<file path="config.mk">
export PLATFORM = sky130hd
export DESIGN_NAME = fetch_sequencer
export DESIGN_NICKNAME = d
export VERILOG_FILES = /design/src/rtl/fetch_sequencer_pkg.sv /design/src/rtl/fetch_sequencer_fault_check.sv /design/src/rtl/fetch_sequencer.sv
export SDC_FILE = /design/constraint.sdc
export NUM_CORES = 1
export LEC_CHECK = 0
export ABC_AREA = 1
export CORE_AREA = 2 2 126 159
export CTS_BUF_LIST = sky130_fd_sc_hd__clkbuf_16
export DETAILED_ROUTE_END_ITERATION = 7
export DIE_AREA = 0 0 128 161
export PLACE_DENSITY = 0.8
export SYNTH_ARGS = -nofsm -noshare
export SYNTH_HDL_FRONTEND = slang
export SYNTH_SLANG_ARGS = --single-unit
export TNS_END_PERCENT = 30
</file>
<file path="constraint.sdc">
create_clock -name clk -period 7.4 [get_ports clk]
set_input_delay 1.11 -clock clk [delete_from_list [all_inputs] [get_ports clk]]
set_output_delay 1.11 -clock clk [all_outputs]
set_load 0.01 [all_outputs]
</file>
<file path="src/rtl/fetch_sequencer_pkg.sv">
// Shared types and constants for the instruction fetch sequencer.
package fetch_sequencer_pkg;

  localparam int unsigned XLEN        = 32;
  localparam int unsigned INSTR_BYTES = 4;

  localparam logic [XLEN-1:0] RESET_PC_DEFAULT = 32'h0000_0000;

  // Sequencer state; plain constants keep the encoding stable for legacy tooling.
  typedef logic [1:0] fetch_state_t;

  localparam fetch_state_t StBoot   = 2'd0;
  localparam fetch_state_t StRun    = 2'd1;
  localparam fetch_state_t StHalted = 2'd2;
  localparam fetch_state_t StFault  = 2'd3;

endpackage

</file>
<file path="src/rtl/fetch_sequencer_fault_check.sv">
// Combinational legality check for a fetch address: word alignment and memory range.
module fetch_sequencer_fault_check
  import fetch_sequencer_pkg::*;
#(
  parameter int unsigned MEM_WORDS = 1024
) (
  input  logic [XLEN-1:0] addr,
  output logic            bad
);

  // First byte address past the end of instruction memory.
  localparam logic [XLEN-1:0] Limit = XLEN'(MEM_WORDS * INSTR_BYTES);

  // A wrapped PC lands at a small value only after passing Limit, so it is caught here first.
  always_comb begin
    bad = (addr[1:0] != 2'b00) || (addr >= Limit);
  end

endmodule

</file>
<file path="src/rtl/fetch_sequencer.sv">
// Program-counter driven fetch stage feeding decode through a valid/ready IF/ID register.
module fetch_sequencer
  import fetch_sequencer_pkg::*;
#(
  parameter logic [XLEN-1:0] RESET_PC  = RESET_PC_DEFAULT,
  parameter int unsigned     MEM_WORDS = 1024
) (
  input  logic            clk,
  input  logic            rst,
  output logic [XLEN-1:0] imem_addr,
  input  logic [XLEN-1:0] imem_instr,
  input  logic            redirect_valid,
  input  logic [XLEN-1:0] redirect_pc,
  input  logic            halt,
  output logic            out_valid,
  input  logic            out_ready,
  output logic [XLEN-1:0] out_instr,
  output logic [XLEN-1:0] out_pc,
  output logic [XLEN-1:0] out_pc_plus4,
  output logic            fault,
  output logic [XLEN-1:0] fault_pc,
  output logic [XLEN-1:0] fetch_count
);

  fetch_state_t    state_q, state_d;
  logic [XLEN-1:0] pc_q, pc_d;
  logic            valid_q, valid_d;
  logic [XLEN-1:0] instr_q, out_pc_q, out_pc_plus4_q;
  logic [XLEN-1:0] fault_pc_q, fault_pc_d;
  logic [XLEN-1:0] count_q;
  logic            pc_bad;
  logic            handshake;
  logic            slot_free;
  logic            fetch;

  fetch_sequencer_fault_check #(
    .MEM_WORDS(MEM_WORDS)
  ) u_fault_check (
    .addr(pc_q),
    .bad (pc_bad)
  );

  // Handshake and slot availability for the IF/ID register.
  always_comb begin
    handshake = valid_q && out_ready;
    slot_free = !valid_q || out_ready;
  end

  // Next-state: redirect beats fault check beats halt beats a normal fetch.
  always_comb begin
    state_d    = state_q;
    pc_d       = pc_q;
    valid_d    = valid_q && !handshake;
    fault_pc_d = fault_pc_q;
    fetch      = 1'b0;
    case (state_q)
      StBoot: begin
        state_d = StRun;
        if (redirect_valid) begin
          pc_d    = redirect_pc;
          valid_d = 1'b0;
        end
      end
      StRun, StHalted: begin
        if (redirect_valid) begin
          // Target is checked next cycle, so a bad target faults one cycle late.
          pc_d    = redirect_pc;
          valid_d = 1'b0;
          state_d = halt ? StHalted : StRun;
        end else if (pc_bad) begin
          state_d    = StFault;
          fault_pc_d = pc_q;
          valid_d    = 1'b0;
        end else if (halt) begin
          state_d = StHalted;
        end else if (state_q == StHalted) begin
          state_d = StRun;
        end else if (slot_free) begin
          fetch   = 1'b1;
          valid_d = 1'b1;
          pc_d    = pc_q + XLEN'(INSTR_BYTES);
        end
      end
      default: begin
        // Fault is sticky until reset.
        valid_d = 1'b0;
      end
    endcase
  end

  // State, PC, IF/ID register and delivery counter.
  always_ff @(posedge clk or posedge rst) begin
    if (rst) begin
      state_q        <= StBoot;
      pc_q           <= RESET_PC;
      valid_q        <= 1'b0;
      instr_q        <= '0;
      out_pc_q       <= '0;
      out_pc_plus4_q <= '0;
      fault_pc_q     <= '0;
      count_q        <= '0;
    end else begin
      state_q    <= state_d;
      pc_q       <= pc_d;
      valid_q    <= valid_d;
      fault_pc_q <= fault_pc_d;
      if (fetch) begin
        instr_q        <= imem_instr;
        out_pc_q       <= pc_q;
        out_pc_plus4_q <= pc_q + XLEN'(INSTR_BYTES);
      end
      if (handshake) begin
        count_q <= count_q + 32'd1;
      end
    end
  end

  assign imem_addr    = pc_q;
  assign out_valid    = valid_q;
  assign out_instr    = instr_q;
  assign out_pc       = out_pc_q;
  assign out_pc_plus4 = out_pc_plus4_q;
  assign fault        = (state_q == StFault);
  assign fault_pc     = fault_pc_q;
  assign fetch_count  = count_q;

endmodule

</file>
Word-level counts from Yosys, hierarchy flattened
Cells that the tools add are included.
Word-level totals
  register bits after elaboration: 195
  input port bits: 69
  output and inout bits: 194
  logic and storage cells: 60
Operators by class
  add/sub/neg operators: 2
  magnitude comparators: 1
  equality and inequality tests: 9
  multiplexer cells: 26
  bitwise operators: 1
  reductions and logical operators: 13
Operators by type and width (number)
  $mux W32: 6
  $pmux W32 S2: 1
  $add A32 B1 Y32 const B: 1
  $add A32 B3 Y32 const B: 1
  $ge A32 B13 Y1 const B: 1
  $mux W1: 12
  $ne A3 B3 Y1 const B: 4
  $mux W2: 5
  $reduce_and A6 Y1: 1
  $ne A5 B5 Y1 const B: 1
  $eq A2 B2 Y1 const B: 2
  $pmux W2 S2: 1
  $reduce_bool A2 Y1: 2
  $reduce_and A3 Y1: 1
  $eq A2 B1 Y1 const B: 1
  $logic_and A1 B1 Y1: 2
  $logic_not A1 Y1: 2
  $logic_not A2 Y1: 1
  $logic_or A1 B1 Y1: 2
  $ne A2 B2 Y1 const B: 1
  $pmux W1 S2: 1
  $reduce_and A2 Y1: 1
  $reduce_or A2 Y1: 1
  $not A1 Y1: 1

Depth between registers and ports, before layout
  depth after elaboration: 9
  mapped depth: 12
  gate-level depth less buffers: 11

By module
From an unflattened synthesis, not the netlist that was laid out.
Second synthesis, totals
  cell total of the unflattened synthesis: 1125
  area total of the unflattened synthesis: 8887.3 um2
Modules (own cells, without submodules)
  fetch_sequencer: instances 1, cells each 1105, area an instance 8808.4 um2, seq. area each 4829.6 um2
  fetch_sequencer_fault_check: instances 1, cells each 20, area an instance 78.8 um2, seq. area each 0.0 um2

Least setup slack after synthesis
No wires, ideal clock.
  kind: input -> register
  start point: in out_ready
  end point: reg pc_q[20], in the netlist imem_addr[20]
  setup time: 0.117 ns
  arrival time: 2.006 ns
  data required time: 7.283 ns
  path slack: 5.277 ns
  cell stages on the path: 8
  buffers on the path: 1
  path through: or2_1 nor3_2 nor2_2 nand2_4 buf_4 nand2_1 o21ai_1 inv_1
On the way
  longest elaborated chain between the ends: 3
Ends and longest elaborated chain
  from (decl): line fetch_sequencer.sv:16  | input logic out_ready,
  $logic_or A1 B1 Y1: line fetch_sequencer.sv:46  | slot_free = !valid_q || out_ready;
  $ne A3 B3 Y1 (no source line)
  $reduce_and A6 Y1 (no source line)
  to (signal assigned): line fetch_sequencer.sv:104  | pc_q <= pc_d;
  to (decl): line fetch_sequencer.sv:26  | logic [XLEN-1:0] pc_q, pc_d;
No other way between the ends.
A chain may end at the register's enable or synchronous reset.

Worst setup path in the final report
  start point: in redirect_valid
  end point: reg instr_q[21], in the netlist out_instr[21]
On the way
  longest elaborated chain between the ends: 2
Ends and longest elaborated chain
  from (decl): line fetch_sequencer.sv:12  | input logic redirect_valid,
  $mux W1: line fetch_sequencer.sv:65  | if (redirect_valid) begin
  $mux W1: line fetch_sequencer.sv:56  | case (state_q)
  to (signal assigned): line fetch_sequencer.sv:108  | instr_q <= imem_instr;
  to (decl): line fetch_sequencer.sv:28  | logic [XLEN-1:0] instr_q, out_pc_q, out_pc_plus4_q;
No other way between the ends.

==> flow_summary.ini <==
[sta]
finalHoldViolCount = 0
max_freq_ghz = 0.249
final-setup-viol-count = 0
worst_pin_slew_ns = 0.900
rsz0062_at_grt = no
post-route-period-util = 0.542
fin_tns_setup_ns = 0
min_period_ns = 4.01
fin_skew_ns = 0.0140
drv_slew = 0
holdWs_ns = 0.479
relSlewSlack = 0.400

[synthesis]
synth_area_um2 = 9040
synth_seq_cells = 193
seq_area_frac_synth = 0.534
syn-num-nets = 1213
synthCells = 1138
synth_top_cell_by_area = dfrtp_1
avgSynthCellArea_um2 = 7.94
synth_edf_count = 0
ys_async_sr_fraction = 1.00
synth_area_leaders = dfrtp_1 53%, nand2_1 18%, nor2_1 6.1%, inv_1 4.9%, o21ai_0 3.1%
synthFlopType = dfrtp_1
synth_top_area_share = 0.534
yosysUniqueCellTypes = 34
ys.warnings.count = 0

[grt]
grt_pass1_vias = 7971
grtUsageTotal = 0.251
antenna_found_initial = 0
grt_pass1_wl_um = 40600
overflow = 0
grt_max_degree = 125

[layout]
drive_gt1_frac = 0.0443
final_common_cell = nand2_1
final_cell_mix = 428 x nand2_1, 262 x clkdlybuf4s50_1, 193 x dfrtp_1
num_antenna_cells = 0
final_nets = 1461
area_growth_pct = 36.1
fin_cells = 1634
final_util = 0.644
final_cell_area_um2 = 12300

[drt]
vias_per_cell = 4.97
drt_iter0_markers = 493
drcViolationCount = 0
ant_nets = 0
drt_pass1_iterations = 8
drt_wl_total_um = 25500
via_count = 8113
avgRoutedWirePerCell_um = 15.6

[setup_path]
end_kind = flop
cp_data_required_time_ns = 7.77
ff2ff_path_depth = 9
rrSetupSlack_ns = 3.78
crit_start = redirect_valid
crit_type = input pin to flop
cp.arrival_ns = 4.38
r2r-end = out_instr[21]$_DFFE_PP0P_
start_kind = input pin
r2r_start = state_q[1]$_DFFE_PP0P_
crit_fanout = 67

[floorplan]
die_w_um = 128
ios = 263
rows = 57
start_util = 0.473
die-area_um2 = 20600
core_area_um2 = 19100
die_h_um = 161

[placement]
place_area_um2 = 11700
io_buffers = 262
dp_cells = 1603
place.gp.congestion = 0.902
place_hpwl_um = 18600

[power_and_ir_drop]
intPower_w = 0.00223
p_sw_w = 0.00135
combPwrFrac = 0.350
clkPwrFrac = 0.254
leakage_nw = 6.04
sw_frac_of_total = 0.377
pwr_density_cell_nw_per_um2 = 291
pwr-share-seq = 0.396
ir_drop_v = 0.000257

[worst_hold_path]
hp-class = flop to flop
hold_path_startpoint = out_instr[30]$_DFFE_PP0P_
hold_depth = 2
min_to = out_instr[30]$_DFFE_PP0P_

[clock_network]
htreeDepth = 4
root_buffer = clkbuf_16
hold_buffers = 0
tritoncts = done
cts_buffers = 17
clk_latency_ns = 0.44
cts.reportedPaths.clkPinSlew_ns = 0.07
ctsResizeCount = 0
clock-sinks = 193
postCtsSetupRepairBufs = 0
clockBufferDepth = 2

[status]
outcome = finished, final reports clean

[flow_run]
drv_cap = 0
## cells by family after synthesis
logic type                 share of synthesized area
AOI/OAI and AO/OA                             0.0439
xor gates and xnor gates                      0.0271
adders and majority gates                    0.00831
buffers and inverters                         0.0804
DFF                                            0.534
and+or+nand+nor                                0.306
## layer usage
layer	wire length, um	GRT usage	vias up	share of wire
li1	-	-	3968	-
met1	10300	0.298	3803	0.40
met2	12600	0.433	298	0.50
met3	1810	0.0646	44	0.071
met4	807	0.102	0	0.032
met5	0	0	-	0
## critical path: stages
cell	delay [ns]
clkdlybuf4s50_1	0.46
inv_2	0.12
nand2_2	0.27
nor3_2	0.33
nand3_4	0.62
inv_2	0.69
buf_4	0.54
nand2_1	0.11
nand2_1	0.08
## synthesized netlist by cell type (all sizes together), types with 2 or more instances
cell type	count
nor3	11
or2	2
dfrtp	193
a21oi	5
buf	31
ha	6
nand2	434
nand3b	9
xor2	22
nor2	153
o21ai	72
xnor2	6
nand3	54
nand4	7
inv	125
clkbuf	5
## cell type report
type                    instances  area (um2)
well taps                     236         295
repair buffers                265        2650
fillers                      1609        6810
clock buffers                  17         425
flip-flops and latches        193        4830
clock inverters                14         145
inverters                     125         479
multi-input cells             784        3480
## power groups by stage
stage | Clock (W) | Combinational (W) | Sequential, W
floorplan | 0 | 0.000683 | 0.00146
global placement | 0 | 0.00123 | 0.00143
CTS | 0.000925 | 0.00127 | 0.00142
finish | 0.000909 | 0.00126 | 0.00142
detailed placement | 0 | 0.00126 | 0.00143
global route | 0.000965 | 0.00139 | 0.00144
## worst max path at each step
stage                     cells after the start  slack (ns)                   endpoint
after CTS                                     8        3.36     out_pc[16]$_DFFE_PP0P_
after global routing                          9        3.09  out_instr[25]$_DFFE_PP0P_
after detailed placement                      8        2.93     out_pc[16]$_DFFE_PP0P_
final                                         9        3.39  out_instr[21]$_DFFE_PP0P_
after floorplan                               1        1.03    fault_pc[0]$_DFFE_PP0P_
after global placement                        9        3.06  out_instr[26]$_DFFE_PP0P_
## sequential cells by signal, summed over array words and instances, names as in the netlist
name / flops
fault_pc: 32
fetch_count: 32
imem_addr: 32
out_instr: 32
out_pc: 32
out_pc_plus4: 30
out_valid: 1
state_q: 2
## per-stage QoR
stage               total power [W]  worst slack, ns
CTS                         0.00361             3.36
global placement            0.00266             3.06
global route                0.00380             3.09
finish                      0.00358             3.39
detailed placement          0.00270             2.93
floorplan                   0.00215             1.03
(Power assumes the default switching activity.)
